**config.mk**
```make
export PLATFORM = sky130hd
export DESIGN_NAME = mult_datapath
export DESIGN_NICKNAME = d
export VERILOG_FILES = /design/src/rtl/mult_datapath.sv
export SDC_FILE = /design/constraint.sdc
export NUM_CORES = 1
export LEC_CHECK = 0
export ABC_AREA = 1
export BUFFER_PORTS_ARGS = -buffer_cell sky130_fd_sc_hd__buf_2
export CELL_PAD_IN_SITES_DETAIL_PLACEMENT = 0
export CELL_PAD_IN_SITES_GLOBAL_PLACEMENT = 1
export CORE_MARGIN = 5
export CORE_UTILIZATION = 36
export DETAILED_ROUTE_END_ITERATION = 12
export GPL_TIMING_DRIVEN = 0
export PLACE_DENSITY_LB_ADDON = 0.1
export SYNTH_ARGS = -nofsm -noshare
export SYNTH_HDL_FRONTEND = slang
export SYNTH_SLANG_ARGS = --single-unit
```
**constraint.sdc**
```tcl
create_clock -name Clk -period 4.7 [get_ports Clk]
set_clock_uncertainty 0.15 [all_clocks]
set_input_delay 0.235 -clock Clk [delete_from_list [all_inputs] [get_ports Clk]]
set_output_delay 0.235 -clock Clk [all_outputs]
set_load 0.005 [all_outputs]
```
**src/rtl/mult_datapath.sv**
```systemverilog
// rtl/mult_datapath.sv - X/A/B register datapath for a shift-add signed multiplier.
// Add/sub of S into {X,A} gated by B[0], arithmetic right shift of {X,A,B}.
module mult_datapath (
  input  logic        Clk,
  input  logic        Reset,
  input  logic        Clr_XA,
  input  logic        Ld_B,
  input  logic        Add,
  input  logic        Sub,
  input  logic        Shift_En,
  input  logic [7:0]  S,
  output logic [7:0]  Aval,
  output logic [7:0]  Bval,
  output logic        X,
  output logic        M_bit,
  output logic [15:0] Product
);

  logic       x_r;
  logic [7:0] a_r;
  logic [7:0] b_r;
  logic [8:0] operand;
  logic [8:0] sum;

  // Subtract is two's complement: invert the sign-extended operand and add one.
  always_comb begin
    operand = Sub ? ~{S[7], S} : {S[7], S};
    sum     = {a_r[7], a_r} + operand + {8'd0, Sub};
  end

  always_ff @(posedge Clk) begin
    if (Reset) begin
      x_r <= 1'b0;
      a_r <= 8'h00;
      b_r <= 8'h00;
    end else if (Clr_XA || Ld_B) begin
      if (Clr_XA) begin
        x_r <= 1'b0;
        a_r <= 8'h00;
      end
      if (Ld_B) begin
        b_r <= S;
      end
    end else if (Add) begin
      if (b_r[0]) begin
        x_r <= sum[8];
        a_r <= sum[7:0];
      end
    end else if (Shift_En) begin
      a_r <= {x_r, a_r[7:1]};
      b_r <= {a_r[0], b_r[7:1]};
    end
  end

  assign X       = x_r;
  assign Aval    = a_r;
  assign Bval    = b_r;
  assign M_bit   = b_r[0];
  assign Product = {a_r, b_r};

endmodule

```
==> results.md <==
* Detail Placement HPWL at 2.82 mm
* First-pass iteration count of the detailed router at 4
* Clock tree from TritonCTS: built
* Post-Syn Instances at 201
* # Max-Cap Violations at 0
* Minimum clock period after layout at 1.83 ns
* Worst slack at placement at 2.81 ns
* CP startpoint kind: register
* Total core area at 3690 um^2
* Register cell area after layout at 340 um^2
* Required @ worst endpoint at 4.69 ns
* EDFF count, synth at 0
* Clock transition at the registers of the reported paths at 0.07 ns
* Antenna fix cells at 0
* Post-route insts no fill at 300
* Overall overflow remaining after global route at 0
* Die Width at 71.7 um
* Number of core rows at 22
* Internal power at 0.271 mW
* Warning count from the yosys run at 0
* IO Port Bufs at 47
* Register bit count reported by yosys at 17
* Global routing usage summed across all routing layers at 0.141
* Layout Nets at around 280
* Crit path DAT at 1.82 ns
* Post-synth cell types at 25
* PD cells at between 200 and 250 nW/um^2
* Critical path fanouts, max at 6
* Post-Synth Adder-Cell Area at 0.0875
* Pin count of the biggest net entering global routing at 11
* Via count of the routed design at 1380
* Dominant combinational cell family by area after synthesis: simple AND/OR/NAND/NOR gates
* Cell Area, Placed at 1670 um^2
* Final number of hold-violating endpoints at 0
* Share of synthesized area occupied by flip-flops and latches at 0.248
* XOR/XNOR Fraction of Synth Area at 0.0702
* 1st-iter DRT viols at 44
* Routed wirelength normalized by instance count at 11.7 um
* Transition time of the tightest slew-check pin at about 0.4 ns
* Number of H-tree branching levels at 1
* Starting density of the core at 0.372
* Post-route fraction of the period consumed by the critical path at 0.389
* Number of antenna violations at the first check in global routing at 0
* Number of filler instances in the final layout at between 400 and 500
* Worst min path class: input port to register
* Most frequent cells in the layout: 49 x sky130_fd_sc_hd__nand2_1, 48 x sky130_fd_sc_hd__buf_2, 19 x sky130_fd_sc_hd__inv_1, 17 x sky130_fd_sc_hd__dfxtp_1, 17 x sky130_fd_sc_hd__buf_4
* Highest achievable clock rate at 0.547 GHz
* Remaining number of nets flagged by the antenna check after routing at 0
* Setup repair after global routing missed its margin: no
* Power share of the combinational group at 0.320
* Sequential share of power at 0.406
* Worst Path Class, Setup: register to register
* Count of pins on the block boundary at 49
* Relative area change from synthesis to final layout at 24.9%
* Mux share of post-synthesis cell area at 0
* Weighted congestion reported at the end of routability-driven placement at 0.802
* Worst Setup Slack, final at 2.87 ns
* Via count of the first global-routing pass at roughly 1.3k
* First-pass GRT wire length at slightly below 6 mm
* Clock network fraction of total power at 0.274
* Dominant synthesized flop cell: sky130_fd_sc_hd__dfxtp_1
* Run status: finished, final reports clean
* Worst-skew pair later-pin latency at 0.25 ns
* Sw Ratio at 0.324
* Final Max Tran Viols at 0
* Sw Pwr at 0.130 mW
* Area of combinational cells with multiple inputs at 779 um^2
* Number of DRC violations after detailed routing at 0
* Most common cell after layout, fill and taps aside: sky130_fd_sc_hd__nand2_1
* Kind of end point of the critical path: register
* Final setup violation count at 0
* CTS Buf Count at 3
* Number of nets produced by synthesis at 225
* Area fraction in and, or, nand and nor cells after synthesis at 0.237
* Total Wirelength at 3.51 mm
* # clock sinks at 17
* Fraction of registers with async set/reset at 0
* Post-cts resize count at 0
* Cell area after synthesis at 1370 um^2
* Post-placement cell count at 296
* Overall die area at 5150 um^2
* Max_slew headroom at 0.731
* Fraction of final layout cells with drive strength greater than 1 at 0.325
* Vias per cell at between 4 and 5
* Post-CTS setup buffer count at 0
* Total leakage power at 0.945 nW
* Height of the die at roughly 72 um
* Sum Neg Setup Slack at 0 ns
* Clock root cell: sky130_fd_sc_hd__clkbuf_8
* Final Instance Area at 1710 um^2
* Average instance area after synthesis at 6.83 um^2
* Max Buffers Root-to-Sink at 2
* Share of the synthesized area in compound gates (AO/OA/AOI/OAI) at 0.173
* Peak VDD IR at 93.9 uV
* Count of hold buffers inserted by post-cts repair at 0
through the flow:
| step | hold slack [ns] | power [mW] | utilization |
|---|---|---|---|
| 6_report | 0.108 | 0.401 | 0.465 |
| 5_1_grt | 0.0927 | 0.432 | 0.465 |
| 4_1_cts | 0.0986 | 0.408 | 0.465 |
| 3_5_place_dp | 0.347 | 0.296 | 0.452 |
| 3_3_place_gp | 0.348 | 0.296 | 0.452 |
| 2_1_floorplan | 0.154 | 0.251 | - |
layer usage:
layer  GRT usage  routed length [um]  up-vias
met5           0                   0        -
met4      0.0501                  34        0
met3      0.0182                 182        2
met2       0.224                1550       34
met1       0.195                1740      603
li1            -                   -      741
critical path: stages (launching register included):
cell and delay [ns]:
sky130_fd_sc_hd__dfxtp_1 0.37, sky130_fd_sc_hd__nand2_1 0.10, sky130_fd_sc_hd__nand2_2 0.07, sky130_fd_sc_hd__fa_1 0.41, sky130_fd_sc_hd__nand3_1 0.09, sky130_fd_sc_hd__nand2_1 0.12, sky130_fd_sc_hd__nand2_1 0.11, sky130_fd_sc_hd__nand2_1 0.05
sky130_fd_sc_hd__nand2_1 0.06, sky130_fd_sc_hd__nand3_1 0.06, sky130_fd_sc_hd__nand2_1 0.07, sky130_fd_sc_hd__a21oi_1 0.05
path summary, 6_finish.rpt:
path | to | slack [ns] | from | cells past startpoint
max | Aval[6] | 2.87 | Aval[0] | 11
min | Aval[6] | 0.11 | Reset | 2
max reg2reg | Aval[6] | 2.87 | Aval[0] | 11
min reg2reg | Bval[1] | 0.36 | Bval[2] | 2
state kept, by name, summed over array words and instances (netlist names):
| signal | cells |
|---|---|
| X | 1 |
| Aval | 8 |
| Bval | 8 |
power by group through the flow:
stage	Combinational (mW)	Clock [mW]	Sequential, mW
final	0.129	0.110	0.163
after global routing	0.145	0.122	0.165
after CTS	0.130	0.115	0.163
after detailed placement	0.130	0	0.166
after global placement	0.130	0	0.166
after floorplan	0.0859	0	0.165
cell families (layout without fill, tap and decap cells):
family | after synthesis | count (layout)
flops | 17 | 17
fa+ha+maj | 9 | 9
xor+xnor | 11 | 11
simple gates | 78 | 78
compound gates | 42 | 42
buf+inv | 44 | 95
area by class of cell:
cell class / instances / area share
well taps: 48 / 0.0350
clock inverters: 1 / 0.00292
repair buffers: 47 / 0.137
multi-input cells: 140 / 0.455
plain buffers: 22 / 0.0993
inverters: 22 / 0.0482
clock buffers: 3 / 0.0241
flip-flops and latches: 17 / 0.199
cells in the mapped netlist, types with 2 or more instances:
cell type                  number  area share
sky130_fd_sc_hd__nand2_1       49        0.13
sky130_fd_sc_hd__nor2_1        14       0.038
sky130_fd_sc_hd__xnor2_1        2       0.013
sky130_fd_sc_hd__nand3_1        7       0.026
sky130_fd_sc_hd__o211ai_1       2       0.011
sky130_fd_sc_hd__ha_1           8       0.073
sky130_fd_sc_hd__buf_4         17       0.093
sky130_fd_sc_hd__buf_6          3       0.025
sky130_fd_sc_hd__inv_1         19       0.052
sky130_fd_sc_hd__dfxtp_1       17        0.25
sky130_fd_sc_hd__xor2_1         9       0.057
sky130_fd_sc_hd__a31oi_1       10       0.046
sky130_fd_sc_hd__o21ai_1        3       0.011
sky130_fd_sc_hd__nand2_2        5       0.023
sky130_fd_sc_hd__inv_2          3      0.0082
sky130_fd_sc_hd__a21oi_1       14       0.051
sky130_fd_sc_hd__o21ai_0       11       0.040
Power figures use the tool's default switching activity.
